===== config.mk =====
export PLATFORM = sky130hd
export DESIGN_NAME = c7bmem_arb_flat
export DESIGN_NICKNAME = d
export VERILOG_FILES = /design/src/rtl/c7b_mem_pkg.sv /design/src/rtl/c7bmem_arb_if.sv /design/src/rtl/c7bmem_arb.sv /design/src/flat_wrapper.sv
export SDC_FILE = /design/constraint.sdc
export NUM_CORES = 1
export LEC_CHECK = 0
export BUFFER_PORTS_ARGS = -buffer_cell sky130_fd_sc_hd__buf_2
export CAP_MARGIN = 5
export CORE_AREA = 5 5 171 173
export DETAILED_ROUTE_END_ITERATION = 6
export DIE_AREA = 0 0 176 178
export GPL_TIMING_DRIVEN = 0
export SYNTH_ARGS = -nofsm -noshare
export SYNTH_HDL_FRONTEND = slang
export SYNTH_SLANG_ARGS = --single-unit

===== constraint.sdc =====
create_clock -name clk -period 11 [get_ports clk]
set_clock_uncertainty 0.1 [all_clocks]
set_input_delay 1.65 -clock clk [delete_from_list [all_inputs] [get_ports clk]]
set_output_delay 1.65 -clock clk [all_outputs]
set_load 0.05 [all_outputs]

===== src/rtl/c7b_mem_pkg.sv =====
// ---------------------------------------------------------------------------
// c7b_mem_pkg
// Shared definitions for the c7bmem_arb memory-port arbiter:
//   - default address/data widths and starvation limit
//   - FSM state encoding (IDLE, REQ, WAIT)
//   - transaction owner encoding (OWN_IFU = 0, OWN_LSU = 1)
// ---------------------------------------------------------------------------
package c7b_mem_pkg;

  localparam int ADDR_W_DEF     = 32;
  localparam int DATA_W_DEF     = 64;
  localparam int STARVE_MAX_DEF = 4;

  typedef enum logic [1:0] {
    IDLE = 2'd0,
    REQ  = 2'd1,
    WAIT = 2'd2
  } state_t;

  typedef enum logic {
    OWN_IFU = 1'b0,
    OWN_LSU = 1'b1
  } owner_t;

endpackage


===== src/rtl/c7bmem_arb_if.sv =====
// ---------------------------------------------------------------------------
// c7bmem_arb_if
// Memory bus between the arbiter and the bus interface unit.
//   mem_req/mem_addr/mem_wr/mem_wdata/mem_wstrb : request, driven by master
//   mem_ack   : request accepted this cycle, driven by slave
//   mem_rvld  : response / write completion, driven by slave
//   mem_rdata : response data, driven by slave
// Modports: master (the arbiter), slave (the bus side).
// ---------------------------------------------------------------------------
interface c7bmem_arb_if
  import c7b_mem_pkg::*;
#(
  parameter int ADDR_W = ADDR_W_DEF,
  parameter int DATA_W = DATA_W_DEF
);

  logic                  mem_req;
  logic [ADDR_W-1:0]     mem_addr;
  logic                  mem_wr;
  logic [DATA_W-1:0]     mem_wdata;
  logic [DATA_W/8-1:0]   mem_wstrb;
  logic                  mem_ack;
  logic                  mem_rvld;
  logic [DATA_W-1:0]     mem_rdata;

  modport master (
    output mem_req, mem_addr, mem_wr, mem_wdata, mem_wstrb,
    input  mem_ack, mem_rvld, mem_rdata
  );

  modport slave (
    input  mem_req, mem_addr, mem_wr, mem_wdata, mem_wstrb,
    output mem_ack, mem_rvld, mem_rdata
  );

endinterface


===== src/rtl/c7bmem_arb.sv =====
// ---------------------------------------------------------------------------
// c7bmem_arb
// Shares the core's single memory port between instruction fetch and the
// LSU. One transaction is outstanding at a time; the response is routed to
// the owner. Fetches killed by a front-end flush are drained silently. LSU
// has fixed priority, limited by a starvation counter that forces fetch to
// win after STARVE_MAX consecutive LSU grants with fetch waiting.
//
// Ports:
//   clk, reset        : clock, asynchronous active-high reset
//   ifu_req/ifu_addr  : fetch read request (held until ack or cancel)
//   ifu_cancel        : front-end flush, kills pending/in-flight fetch
//   ifu_ack           : fetch accepted by memory
//   ifu_data_vld/data : fetch response
//   lsu_req/addr/wr/wdata/wstrb : LSU request (held until ack)
//   lsu_ack           : LSU request accepted
//   lsu_data_vld/rdata: LSU read data or write-complete pulse
//   mem               : memory bus, master side
// ---------------------------------------------------------------------------
module c7bmem_arb
  import c7b_mem_pkg::*;
#(
  parameter int ADDR_W     = ADDR_W_DEF,
  parameter int DATA_W     = DATA_W_DEF,
  parameter int STARVE_MAX = STARVE_MAX_DEF
) (
  input  logic                clk,
  input  logic                reset,

  input  logic                ifu_req,
  input  logic [ADDR_W-1:0]   ifu_addr,
  input  logic                ifu_cancel,
  output logic                ifu_ack,
  output logic                ifu_data_vld,
  output logic [DATA_W-1:0]   ifu_data,

  input  logic                lsu_req,
  input  logic [ADDR_W-1:0]   lsu_addr,
  input  logic                lsu_wr,
  input  logic [DATA_W-1:0]   lsu_wdata,
  input  logic [DATA_W/8-1:0] lsu_wstrb,
  output logic                lsu_ack,
  output logic                lsu_data_vld,
  output logic [DATA_W-1:0]   lsu_rdata,

  c7bmem_arb_if.master        mem
);

  localparam int CNT_W = $clog2(STARVE_MAX + 1);
  localparam logic [CNT_W-1:0] CNT_MAX = CNT_W'(STARVE_MAX);

  state_t           state;
  state_t           state_nxt;
  owner_t           owner;
  logic             drop;
  logic [CNT_W-1:0] starve_cnt;

  logic             fetch_elig;
  logic             grant;
  logic             lsu_win;
  logic             ifu_live;

  // State register.
  always_ff @(posedge clk or posedge reset) begin
    if (reset) state <= IDLE;
    else       state <= state_nxt;
  end

  // Next state, arbitration and the combinational handshake outputs.
  // Acks follow mem_ack directly; data valids follow mem_rvld directly.
  // ifu_live folds the flush state so a killed fetch never signals upward.
  // Data outputs are gated by their valid so they read zero when idle.
  always_comb begin
    state_nxt    = state;
    fetch_elig   = ifu_req & ~ifu_cancel;
    grant        = 1'b0;
    lsu_win      = 1'b0;
    ifu_live     = (owner == OWN_IFU) & ~drop & ~ifu_cancel;
    ifu_ack      = 1'b0;
    lsu_ack      = 1'b0;
    ifu_data_vld = 1'b0;
    lsu_data_vld = 1'b0;
    ifu_data     = '0;
    lsu_rdata    = '0;
    case (state)
      IDLE: begin
        if (lsu_req | fetch_elig) begin
          grant     = 1'b1;
          // LSU loses only when fetch is eligible and has been starved.
          lsu_win   = lsu_req & (~fetch_elig | (starve_cnt < CNT_MAX));
          state_nxt = REQ;
        end
      end
      REQ: begin
        if (mem.mem_ack) begin
          state_nxt = WAIT;
          lsu_ack   = (owner == OWN_LSU);
          ifu_ack   = ifu_live;
        end
      end
      WAIT: begin
        if (mem.mem_rvld) begin
          state_nxt = IDLE;
          if (owner == OWN_LSU) begin
            lsu_data_vld = 1'b1;
            lsu_rdata    = mem.mem_rdata;
          end else if (ifu_live) begin
            ifu_data_vld = 1'b1;
            ifu_data     = mem.mem_rdata;
          end
        end
      end
      default: state_nxt = IDLE;
    endcase
  end

  // Request registers, owner, starvation counter and the drop flag.
  // The bus request is loaded at grant and held until mem_ack. The drop
  // flag remembers a flush that hit our own fetch so its ack and response
  // are swallowed; it clears whenever the FSM returns to IDLE.
  always_ff @(posedge clk or posedge reset) begin
    if (reset) begin
      owner         <= OWN_IFU;
      drop          <= 1'b0;
      starve_cnt    <= '0;
      mem.mem_req   <= 1'b0;
      mem.mem_addr  <= '0;
      mem.mem_wr    <= 1'b0;
      mem.mem_wdata <= '0;
      mem.mem_wstrb <= '0;
    end else begin
      if (grant) begin
        owner         <= lsu_win ? OWN_LSU : OWN_IFU;
        mem.mem_req   <= 1'b1;
        mem.mem_addr  <= lsu_win ? lsu_addr : ifu_addr;
        mem.mem_wr    <= lsu_win & lsu_wr;
        mem.mem_wdata <= lsu_win ? lsu_wdata : '0;
        mem.mem_wstrb <= lsu_win ? lsu_wstrb : '0;
        if (lsu_win && fetch_elig) begin
          if (starve_cnt != CNT_MAX) starve_cnt <= starve_cnt + CNT_W'(1);
        end else begin
          starve_cnt <= '0;
        end
      end else if (state == REQ && mem.mem_ack) begin
        mem.mem_req <= 1'b0;
      end

      if (state_nxt == IDLE) begin
        drop <= 1'b0;
      end else if ((state == REQ || state == WAIT) && owner == OWN_IFU && ifu_cancel) begin
        drop <= 1'b1;
      end
    end
  end

  // A response is only legal while a transaction waits for it.
  rvld_only_in_wait: assert property (
    @(posedge clk) disable iff (reset) mem.mem_rvld |-> (state == WAIT)
  );

endmodule


===== src/flat_wrapper.sv =====
// flat-port wrapper written by rule: the top's interface ports become plain ports
module c7bmem_arb_flat import c7b_mem_pkg::*;
#(
  parameter int ADDR_W     = ADDR_W_DEF,
  parameter int DATA_W     = DATA_W_DEF,
  parameter int STARVE_MAX = STARVE_MAX_DEF
)
  (clk, reset, ifu_req, ifu_addr, ifu_cancel, ifu_ack, ifu_data_vld, ifu_data, lsu_req, lsu_addr, lsu_wr, lsu_wdata, lsu_wstrb, lsu_ack, lsu_data_vld, lsu_rdata, mem_mem_req, mem_mem_addr, mem_mem_wr, mem_mem_wdata, mem_mem_wstrb, mem_mem_ack, mem_mem_rvld, mem_mem_rdata);
  c7bmem_arb_if #(.ADDR_W(ADDR_W), .DATA_W(DATA_W)) mem_i ();
  input  logic clk;
  input  logic reset;
  input  logic ifu_req;
  input  logic [ADDR_W-1:0] ifu_addr;
  input  logic ifu_cancel;
  output logic ifu_ack;
  output logic ifu_data_vld;
  output logic [DATA_W-1:0] ifu_data;
  input  logic lsu_req;
  input  logic [ADDR_W-1:0] lsu_addr;
  input  logic lsu_wr;
  input  logic [DATA_W-1:0] lsu_wdata;
  input  logic [DATA_W/8-1:0] lsu_wstrb;
  output logic lsu_ack;
  output logic lsu_data_vld;
  output logic [DATA_W-1:0] lsu_rdata;
  output wire logic [$bits(mem_i.mem_req)-1:0] mem_mem_req;
  output wire logic [$bits(mem_i.mem_addr)-1:0] mem_mem_addr;
  output wire logic [$bits(mem_i.mem_wr)-1:0] mem_mem_wr;
  output wire logic [$bits(mem_i.mem_wdata)-1:0] mem_mem_wdata;
  output wire logic [$bits(mem_i.mem_wstrb)-1:0] mem_mem_wstrb;
  input wire logic [$bits(mem_i.mem_ack)-1:0] mem_mem_ack;
  input wire logic [$bits(mem_i.mem_rvld)-1:0] mem_mem_rvld;
  input wire logic [$bits(mem_i.mem_rdata)-1:0] mem_mem_rdata;
  assign mem_mem_req = mem_i.mem_req;
  assign mem_mem_addr = mem_i.mem_addr;
  assign mem_mem_wr = mem_i.mem_wr;
  assign mem_mem_wdata = mem_i.mem_wdata;
  assign mem_mem_wstrb = mem_i.mem_wstrb;
  assign mem_i.mem_ack = mem_mem_ack;
  assign mem_i.mem_rvld = mem_mem_rvld;
  assign mem_i.mem_rdata = mem_mem_rdata;
  c7bmem_arb #(.ADDR_W(ADDR_W), .DATA_W(DATA_W), .STARVE_MAX(STARVE_MAX)) u_core (.clk(clk), .reset(reset), .ifu_req(ifu_req), .ifu_addr(ifu_addr), .ifu_cancel(ifu_cancel), .ifu_ack(ifu_ack), .ifu_data_vld(ifu_data_vld), .ifu_data(ifu_data), .lsu_req(lsu_req), .lsu_addr(lsu_addr), .lsu_wr(lsu_wr), .lsu_wdata(lsu_wdata), .lsu_wstrb(lsu_wstrb), .lsu_ack(lsu_ack), .lsu_data_vld(lsu_data_vld), .lsu_rdata(lsu_rdata), .mem(mem_i));
endmodule

# After elaboration in Yosys (flattened, before gate mapping)
# Cells that the tools add are included.
totals:
  reg_bits: 113
  input_bits: 208
  wordCells: 72
classes:
  n_reduce_logical: 10
  add_sub_neg: 1
  bitwise_logic: 11
  eq_ne: 4
  mux: 36
  order_cmp: 1
ops:
  columns: ["cell", "count"]
  rows:
  - ["$mux W64", 8]
  - ["$mux W32", 1]
  - ["$mux W1", 20]
  - ["$mux W8", 1]
  - ["$mux W2", 3]
  - ["$mux W3", 2]
  - ["$pmux W2 S3", 1]
  - ["$and A1 B1 Y1", 5]
  - ["$logic_and A1 B1 Y1", 4]
  - ["$logic_not A2 Y1", 2]
  - ["$not A1 Y1", 4]
  - ["$reduce_bool A2 Y1", 2]
  - ["$add A3 B1 Y3 const B", 1]
  - ["$lt A3 B3 Y1 const B", 1]
  - ["$ne A3 B3 Y1 const B", 1]
  - ["$eq A2 B1 Y1 const B", 1]
  - ["$eq A2 B2 Y1 const B", 1]
  - ["$ne A2 B2 Y1 const B", 1]
  - ["$or A1 B1 Y1", 2]
  - ["$reduce_and A2 Y1", 1]
  - ["$logic_or A1 B1 Y1", 1]

# Longest topological paths before layout
# Gate-level depths: netlist of run 1.
logic_depth:
  word_depth: 10
  mapped_depth: 8
  depth_no_buf: 6

# Worst setup path after synthesis of run 1
# OpenSTA, ideal clock, no wires.
synth_timing:
  path_kind: "in2out"
  from: "in ifu_cancel"
  to: "out ifu_ack"
  path_buffers: 0
  required_time_ns: 9.250
  arrival_time_ns: 3.203
  path_slack_ns: 6.047
  cell_stages: 1
  path_cell_list: "nor4_1"
synth_between:
  elab_chain_cells: 4
synth_rtl:
  columns: ["element", "line_no", "source"]
  rows:
  - ["from (decl)", "flat_wrapper.sv:14", "input logic ifu_cancel;"]
  - ["$not A1 Y1", "c7bmem_arb.sv:78", "ifu_live = (owner == OWN_IFU) & ~drop & ~ifu_cancel;"]
  - ["$and A1 B1 Y1", "c7bmem_arb.sv:78", null]
  - ["$mux W1", "c7bmem_arb.sv:95", "if (mem.mem_ack) begin"]
  - ["$mux W1", "c7bmem_arb.sv:85", "case (state)"]
  - ["to (decl)", "flat_wrapper.sv:15", "output logic ifu_ack;"]
# No other way between the ends.

# Worst setup path in the final report of run 1
layout_timing:
  from: "in ifu_cancel"
  to: "out ifu_data[38]"
layout_between:
  elab_chain_cells: 6
layout_rtl:
  columns: ["element", "line_no", "source"]
  rows:
  - ["$not A1 Y1", "c7bmem_arb.sv:78", null]
  - ["$and A1 B1 Y1", "c7bmem_arb.sv:78", null]
  - ["$mux W64", "c7bmem_arb.sv:107", "end else if (ifu_live) begin"]
  - ["$mux W64", "c7bmem_arb.sv:104", "if (owner == OWN_LSU) begin"]
  - ["$mux W64", "c7bmem_arb.sv:102", "if (mem.mem_rvld) begin"]
  - ["$mux W64", "c7bmem_arb.sv:85", null]
  - ["to (decl)", "flat_wrapper.sv:17", "output logic [DATA_W-1:0] ifu_data;"]
# No other way between the ends.

==> results.sh, run 1 <==
export IMPL_cts_root_buf="clkbuf_16"
export IMPL_p_leak_nw=4.874
export IMPL_grt_busiest_layer="met2"
export IMPL_ir_drop_mv=0.08790
export IMPL_ys_types=27
export IMPL_slew_headroom_pct=55.72
export IMPL_cpMostUsedCell="buf_2"
export IMPL_grt_start_max_net_pins=62
export IMPL_cts_tree="built"
export IMPL_met3_usage_pct=5.341
export IMPL_first_pass_iters=4
export IMPL_vias=5892
export IMPL_boundaryPins=446
export IMPL_crit_type="in2out"
export IMPL_postCtsSetupBuffers=0
export IMPL_critPathCapture="ifu_data[38]"
export IMPL_synthArstFlopShare_pct=100.0
export IMPL_synth_warnings=0
export IMPL_cp_max_fo=10
export IMPL_cts_max_level=4
export IMPL_ys_seq_elements=113
export IMPL_synth_largest_area_cell="dfrtp_1"
export IMPL_synth_seq_area_share_pct=52.80
export IMPL_drive_above_1_share_pct=49.95
export IMPL_rrSetupSlack_ns=8.94
export IMPL_timing_fmax_ghz=0.1991
export IMPL_startpoint="ifu_cancel"
export IMPL_start_util_pct=19.49
export IMPL_gr_usage_met1_pct=17.38
export IMPL_worst_pin_slew_ns=0.6643
export IMPL_clkTransAtPathRegs_ns=0.06
export IMPL_synth_edf_count=0
export IMPL_gp_congestion=0.8542
export IMPL_maxCapViolations=0
export IMPL_layout_worst_path_cycle_share_pct=45.67
export IMPL_p_per_area_nw_per_um2=321.6
export IMPL_dieArea_um2=31330
export IMPL_track_usage_pct=16.13
export IMPL_drc=0
export IMPL_worst_setup_path_start_kind="primary input"
export IMPL_grt_util_met2_pct=29.32
export IMPL_outcome="complete, no violations"
export IMPL_clk_path_buf_depth=2
export IMPL_syn_nets=750
export IMPL_rsz0062_at_grt="false"
export IMPL_final_core_util_pct=31.59
export IMPL_endpoint_kind="output pin"
export IMPL_crit_path_max_incr_delay_ns=0.36
export IMPL_netlist_area_um2=5355
export IMPL_grt_pass1_wl_um=38270
export IMPL_initialDrtViolationCount=225
export IMPL_reg2reg_from="u_core.state[1]"
export IMPL_area_growth_pct=62.08
export IMPL_cts_buffers=17
export IMPL_via_per_inst=4.320
export IMPL_cp_cell_sequence="buf_2 -> nor4_1 -> clkbuf_2 -> clkbuf_1 -> and2_1 -> buf_2"
export IMPL_synthCells=535
export IMPL_antenna_found_initial=9
export IMPL_min_path_type="reg2reg"
export IMPL_overflow=0
export IMPL_finalHoldViolations=0
export IMPL_ctsHoldBuffers=0
export IMPL_setup_tns_ns=0
export IMPL_crit_arrival_ns=3.27
export IMPL_fillers=2936
export IMPL_avgSynthCellArea_um2=10.01
export IMPL_synth_area_leaders="dfrtp_1 (53%), and2_1 (15%), a22o_1 (12%)"
export IMPL_ctsResizeCount=0
export IMPL_wl_um=26350
export IMPL_ys_flop_type="dfrtp_1"
export IMPL_synthDominantCellAreaShare_pct=52.80
export IMPL_core_area_um2=27480
export IMPL_clock_sink_count=113
export IMPL_r2r_cells=7
export IMPL_wl_per_cell_um=19.32
export IMPL_setup_violations=0
export IMPL_r2r_end="u_core.mem.mem_addr[13]"
export IMPL_rows=61
export IMPL_fp_dieW_um=176
export IMPL_holdPathStages=2
export IMPL_nets=1215
export IMPL_ant_nets=0
export IMPL_critPathRequiredTime_ns=9.25
export IMPL_slew_viol_final=0
export IMPL_io_buffer_count=445
export IMPL_period_needed_ns=5.023
export IMPL_die_height_um=178
export IMPL_grt_pass1_vias=6339
export IMPL_insertion_delay_ns=0.41
export IMPL_crit_slowest_cell="clkbuf_1"
export IMPL_dp_hpwl_um=21510
==> registers in the layout, indices dropped and copies added, names as in the netlist <==
signal,flops
u_core.mem.mem_wdata,64
u_core.mem.mem_req,1
u_core.mem.mem_addr,32
u_core.starve_cnt,3
u_core.drop,1
u_core.owner,1
u_core.mem.mem_wstrb,8
u_core.mem.mem_wr,1
u_core.state,2
==> cell usage in the layout, fill, tap and decap left out, drive strengths merged, types with 2 or more instances in the layout <==
master    netlist  layout
nor4            2       2
diode           0       5
clkinv          0       6
inv             8      11
buf            23     469
o21ai           6       6
ha              7       7
a21oi          64      64
and2          128     128
clkinvlp        0       2
nor2           37      37
nand2          40      40
a22o           73      73
bufinv          0       3
nand3           2       2
clkbuf         21      39
a31oi           2       2
o22ai           2       2
dfrtp         113     113
==> power by group <==
| group | internal (mW) | switching, mW |
|---|---|---|
| Combinational | 0.374 | 1.13 |
| Sequential | 0.607 | 0.103 |
| Clock | 0.366 | 0.216 |
==> synthesized netlist by cell type, types with 2 or more instances <==
library cell  number
dfrtp_1          113
buf_2             16
clkbuf_1          20
a31oi_1            2
and2_1           128
a21oi_1           64
buf_4              3
ha_1               7
a22o_1            73
o22ai_1            2
nor2_1            37
nand2_1           40
nand3_1            2
inv_1              7
buf_6              4
nor4_1             2
o21ai_0            5
==> kinds of logic after synthesis <==
logic type,after synthesis,share of synthesized area [%]
buf+inv,52,4.813
compound gates,150,19.44
fa+ha+maj,7,1.635
flops,113,52.80
simple gates,213,21.31
==> per-layer routing <==
layer	part of all wire (%)	wire (µm)
met1	37	9629
met2	52	13820
met3	8.4	2203
met4	2.5	658
met5	0.16	41
==> cell type report <==
class                           instances  area (µm²)  area share [%]
Timing Repair Buffer                  446        2255           25.98
Multi-Input combinational cell        370        2270           26.15
Sequential cell                       113        2828           32.58
Buffer                                 44       227.7           2.624
Clock inverter                         14       180.2           2.076
Clock buffer                           18       439.2           5.060
Antenna cell                            5       12.51          0.1442
Inverter                                8       35.03          0.4036
Tap cell                              346       432.9           4.988
==> critical path, delay by kind of cell <==
| kind | cells | cell delay (ns) |
|---|---|---|
| buffers and inverters | 4 | 1.09 |
| AND/OR/NAND/NOR | 2 | 0.52 |
==> through the flow <==
step                      worst slack, ns  total power [mW]  std cells  instance area [µm²]  hold WS, ns
final                               5.977             2.791       1364                 8680       0.3766
after detailed placement            5.944             2.232       1327                 8048       0.3605
after global placement              4.774             2.218       1326                 8015       0.3576
after global routing                5.822             2.941       1364                 8680       0.4104
after CTS                           5.936             2.831       1359                 8667       0.3771
after floorplan                     6.047             1.806        535                 5355       0.3572
==> how the worst min path moves through the flow <==
| stage | startpoint | end | slack, ns |
|---|---|---|---|
| floorplan | u_core.starve_cnt[2] | u_core.starve_cnt[2] | 0.36 |
| global placement | u_core.mem.mem_req | u_core.mem.mem_req | 0.36 |
| detailed placement | u_core.mem.mem_req | u_core.mem.mem_req | 0.36 |
| CTS | u_core.mem.mem_req | u_core.mem.mem_req | 0.38 |
| global route | u_core.mem.mem_wdata[3] | u_core.mem.mem_wdata[3] | 0.41 |
| finish | u_core.mem.mem_req | u_core.mem.mem_req | 0.38 |
Note: power is estimated with default switching activity, not from simulation.
==> run 2, diff against run 1 <==
- CORE_AREA: 5 5 171 173 -> 5 5 168 170
- DIE_AREA: 0 0 176 178 -> 0 0 173 175
- clock period: 11 -> 4.2 ns (I/O delays scaled with it)
==> results.sh, run 2 (synthesis gave the netlist of run 1 again) <==
export IMPL_clock_sink_count=113
export IMPL_cts_root_buf="clkbuf_16"
export IMPL_r2r_cells=7
export IMPL_layout_commonest_cell="buf_2"
export IMPL_fp_dieW_um=173
export IMPL_final_core_util_pct=32.34
export IMPL_boundaryPins=446
export IMPL_worst_setup_path_start_kind="register"
export IMPL_wl_um=25540
export IMPL_slew_headroom_pct=58.91
export IMPL_ctsResizeCount=0
export IMPL_clkTransAtPathRegs_ns=0.07
export IMPL_vias=5853
export IMPL_final_area_um2=8594
export IMPL_combPwrFrac_pct=55.1
export IMPL_period_needed_ns=3.424
export IMPL_largest_reg_flops=64
export IMPL_min_path_type="in2async"
export IMPL_rrSetupSlack_ns=2.05
export IMPL_wl_per_cell_um=18.82
export IMPL_gp_congestion=0.8462
export IMPL_dp_slack_ns=1.085
export IMPL_core_area_um2=26580
export IMPL_initialDrtViolationCount=292
export IMPL_clk_path_buf_depth=2
export IMPL_die_height_um=175
export IMPL_layout_worst_path_cycle_share_pct=81.53
export IMPL_intPower_mw=3.336
export IMPL_io_buffer_count=445
export IMPL_cts_max_level=4
export IMPL_seq_power_share_pct=26.0
export IMPL_drc=0
export IMPL_rows=60
export IMPL_cts_tree="built"
export IMPL_p_leak_nw=4.844
export IMPL_crit_arrival_ns=2.69
export IMPL_swShare_pct=53.20
export IMPL_r2r_end="u_core.mem.mem_addr[13]"
export IMPL_cts_buffers=17
export IMPL_worst_pin_slew_ns=0.6163
export IMPL_finalHoldViolations=0
export IMPL_p_switching_mw=3.792
export IMPL_first_pass_iters=4
export IMPL_timing_fmax_ghz=0.2920
export IMPL_insertion_delay_ns=0.41
export IMPL_totalPowerFinal_mw=7.128
export IMPL_reg_top3="u_core.mem.mem_wdata x64, u_core.mem.mem_addr x32, u_core.mem.mem_wstrb x8"
export IMPL_maxCapViolations=0
export IMPL_critPathCapture="ifu_data[41]"
export IMPL_track_usage_pct=16.20
export IMPL_reg2reg_from="u_core.state[1]"
export IMPL_dpl_instance_area_um2=8041
export IMPL_grt_start_max_net_pins=94
export IMPL_nets=1215
export IMPL_critPathRequiredTime_ns=3.47
export IMPL_grt_pass1_wl_um=38180
export IMPL_ctsHoldBuffers=0
export IMPL_largest_register="u_core.mem.mem_wdata"
export IMPL_drive_above_1_share_pct=49.95
export IMPL_ir_drop_mv=0.2273
export IMPL_grt_pass1_vias=6328
export IMPL_setup_violations=0
export IMPL_dieArea_um2=30280
export IMPL_via_per_inst=4.313
export IMPL_cp_max_fo=10
export IMPL_slew_viol_final=0
export IMPL_ant_nets=0
export IMPL_setup_slack_ns=0.7758
export IMPL_area_growth_pct=60.49
export IMPL_start_util_pct=20.15
export IMPL_fillers=2832
export IMPL_rsz0062_at_grt="false"
export IMPL_postCtsSetupBuffers=0
export IMPL_endpoint_kind="output pin"
export IMPL_layout_common_cells="buf_2 (461), and2_1 (128), dfrtp_1 (113), a22o_1 (73), a21oi_1 (64)"
export IMPL_crit_type="reg2out"
export IMPL_clock_power_share_pct=18.8
export IMPL_dp_hpwl_um=20780
export IMPL_overflow=0
export IMPL_p_per_area_nw_per_um2=829.3
export IMPL_outcome="complete, no violations"
export IMPL_antenna_found_initial=10
export IMPL_startpoint="u_core.state[0]"
## run 2: layout make-up
class	count	area (µm²)	area share, %
diodes	3	7.507	0.08735
plain buffers	44	227.7	2.650
clock buffers	17	425.4	4.950
clock inverters	15	120.1	1.398
inverters	8	35.03	0.4076
multi-input cells	370	2270	26.41
flip-flops and latches	113	2828	32.90
well taps	341	426.7	4.964
repair buffers	446	2255	26.23
## run 2: how the worst min path moves through the flow
stage | startpoint | slack (ns) | to
2_1_floorplan | u_core.starve_cnt[2] | 0.36 | u_core.starve_cnt[2]
3_3_place_gp | u_core.mem.mem_req | 0.36 | u_core.mem.mem_req
3_5_place_dp | u_core.mem.mem_req | 0.36 | u_core.mem.mem_req
4_1_cts | reset | 0.03 | u_core.mem.mem_wdata[47]
5_1_grt | reset | 0.04 | u_core.mem.mem_wdata[47]
6_report | reset | 0.05 | u_core.mem.mem_wdata[47]
## run 2: through the flow
step	instances	TNS, ns	hold WS [ns]
detailed placement	1322	0	0.3573
global placement	1321	-107.05	0.3550
CTS	1354	0	0.03492
finish	1357	0	0.05013
floorplan	535	0	0.3572
global route	1356	0	0.04487
## run 2: power by group through the flow
stage / sequential [mW] / combinational [mW] / clock (mW)
after CTS: 1.85 / 3.98 / 1.39
after global routing: 1.92 / 4.15 / 1.45
after global placement: 1.85 / 3.95 / 0
final: 1.85 / 3.93 / 1.34
after floorplan: 3.52 / 1.21 / 0
after detailed placement: 1.87 / 3.97 / 0
## run 2: critical path, cell delays in order (launching register included)
cell	delay, ns
dfrtp_1	0.43
inv_1	0.11
ha_1	0.17
nand2_1	0.08
nor4_1	0.36
clkbuf_2	0.31
clkbuf_1	0.33
and2_1	0.23
buf_2	0.28
## run 2: per-layer routing
layer	wire length [µm]	share of wire, %	up-vias	track usage, %
met3	2118	8.3	33	5.863
met1	9933	39	2734	17.97
met4	272	1.1	10	3.292
li1	-	-	2760	-
met5	69	0.27	-	0
met2	13140	51	316	29.89
==> run 3, diff against run 2 <==
- CORE_AREA: 5 5 168 170 -> 5 5 169 171
- DIE_AREA: 0 0 173 175 -> 0 0 174 176
- clock period: 4.2 -> 3.5 ns (I/O delays scaled with it)
==> results.sh, run 3 (synthesis gave the netlist of run 1 again) <==
export IMPL_cp_cell_sequence="inv_1 -> ha_1 -> nand2_1 -> nor2_1 -> clkbuf_1 -> clkbuf_1 -> and2_1 -> buf_2"
export IMPL_layout_common_cells="buf_2 (461), and2_1 (128), dfrtp_1 (113), a22o_1 (73), a21oi_1 (64)"
export IMPL_timing_fmax_ghz=0.3056
export IMPL_gp_congestion=0.9132
export IMPL_dieArea_um2=30620
export IMPL_endpoint_kind="output pin"
export IMPL_layout_commonest_cell="buf_2"
export IMPL_crit_type="reg2out"
export IMPL_cts_tree="built"
export IMPL_core_area_um2=26730
export IMPL_postCtsSetupBuffers=0
export IMPL_grt_pass1_vias=6295
export IMPL_drive_above_1_share_pct=50.15
export IMPL_fillers=2819
export IMPL_wl_um=26220
export IMPL_gr_usage_met1_pct=17.64
export IMPL_antenna_found_initial=12
export IMPL_cts_buffers=17
export IMPL_crit_arrival_ns=2.65
export IMPL_crit_slowest_cell="dfrtp_1"
export IMPL_fp_dieW_um=174
export IMPL_crit_path_max_incr_delay_ns=0.43
export IMPL_cp_max_fo=10
export IMPL_maxCapViolations=0
export IMPL_boundaryPins=446
export IMPL_worst_hold_slack_ns=0.07178
export IMPL_cts_root_buf="clkbuf_16"
export IMPL_outcome="complete, no violations"
export IMPL_overflow=0
export IMPL_dp_cells=1324
export IMPL_via_per_inst=4.303
export IMPL_largest_reg_flops=64
export IMPL_slew_headroom_pct=57.69
export IMPL_io_buffer_count=445
export IMPL_setup_tns_ns=0
export IMPL_insertion_delay_ns=0.40
export IMPL_initialDrtViolationCount=309
export IMPL_worst_pin_slew_ns=0.6345
export IMPL_track_usage_pct=16.30
export IMPL_clkTransAtPathRegs_ns=0.06
export IMPL_die_height_um=176
export IMPL_vias=5856
export IMPL_p_per_area_nw_per_um2=1002
export IMPL_clk_path_buf_depth=2
export IMPL_critPathRequiredTime_ns=2.87
export IMPL_largest_register="u_core.mem.mem_wdata"
export IMPL_clock_sink_count=113
export IMPL_min_path_type="in2async"
export IMPL_nets=1217
export IMPL_drc=0
export IMPL_worst_setup_path_start_kind="register"
export IMPL_dp_hpwl_um=21460
export IMPL_cpMostUsedCell="clkbuf_1"
export IMPL_stdcell_count=1361
export IMPL_cts_max_level=4
export IMPL_grt_pass1_wl_um=38320
export IMPL_area_growth_pct=62.15
export IMPL_start_util_pct=20.04
export IMPL_slew_viol_final=0
export IMPL_setup_violations=0
export IMPL_grt_start_max_net_pins=42
export IMPL_p_leak_nw=4.868
export IMPL_finalHoldViolations=0
export IMPL_layout_worst_path_cycle_share_pct=93.48
export IMPL_ant_nets=0
export IMPL_rsz0062_at_grt="false"
export IMPL_ir_drop_mv=0.3001
export IMPL_first_pass_iters=4
export IMPL_met3_usage_pct=6.081
export IMPL_wl_per_cell_um=19.27
export IMPL_grt_busiest_layer="met2"
export IMPL_period_needed_ns=3.272
export IMPL_grt_util_met2_pct=29.51
export IMPL_reg_top3="u_core.mem.mem_wdata x64, u_core.mem.mem_addr x32, u_core.mem.mem_wstrb x8"
export IMPL_rows=60
run 3: critical path, delay by kind of cell, from the launching register on:
kind | cells | cell delay, ns
buf+inv | 4 | 1.16
simple gates | 3 | 0.50
flops | 1 | 0.43
fa+ha+maj | 1 | 0.17
run 3: power breakdown:
group / switching [mW] / internal (mW) / leakage [nW]
combinational: 3.55 / 1.18 / 3.21
sequential: 0.310 / 1.91 / 1.38
clock: 0.673 / 1.08 / 0.280
run 3: repair_timing:
action,CTS,global route
endpoints found under the hold margin,0,0
endpoints found under the setup margin,0,1
resized for setup,0,1
hold buffers,0,0
run 3: stage by stage:
stage | setup WS (ns) | power (mW) | instance area, µm² | util [%]
final | 0.2282 | 8.697 | 8683 | 32.49
after global routing | 0.04312 | 9.144 | 8683 | 32.49
after CTS | 0.1322 | 8.810 | 8665 | 32.42
after detailed placement | 0.5903 | 7.011 | 8073 | 30.21
after global placement | 0.6072 | 6.958 | 8013 | 29.98
after floorplan | 0.7000 | 5.676 | 5359 | -
run 3: worst paths after layout:
check	start	to	slack, ns	cells past startpoint
max reg2reg	u_core.state[0]	u_core.mem.mem_addr[4]	1.38	6
max	u_core.state[0]	lsu_rdata[10]	0.23	8
max in group asynchronous	reset	u_core.mem.mem_addr[23]	2.38	4
min reg2reg	u_core.mem.mem_req	u_core.mem.mem_req	0.37	2
min	reset	u_core.mem.mem_wdata[40]	0.07	2
min in group clk	lsu_wdata[37]	u_core.mem.mem_wdata[37]	0.23	2
run 3: metal layers:
metal,vias up,wire [µm]
li1,2760,-
met1,2736,9782
met2,309,13480
met3,41,2255
met4,10,627
met5,-,75
run 3: cell type report:
type                       instances  area, µm²  area share (%)
antenna                            5      12.51          0.1441
buffer                            44      227.7           2.622
clock buffer                      18      439.2           5.058
clock inverter                    14      152.6           1.758
inverter                           8      33.78          0.3890
multi-input combinational        370       2276           26.21
sequential                       113       2828           32.56
tap                              341      426.7           4.914
timing repair buffer             448       2287           26.34
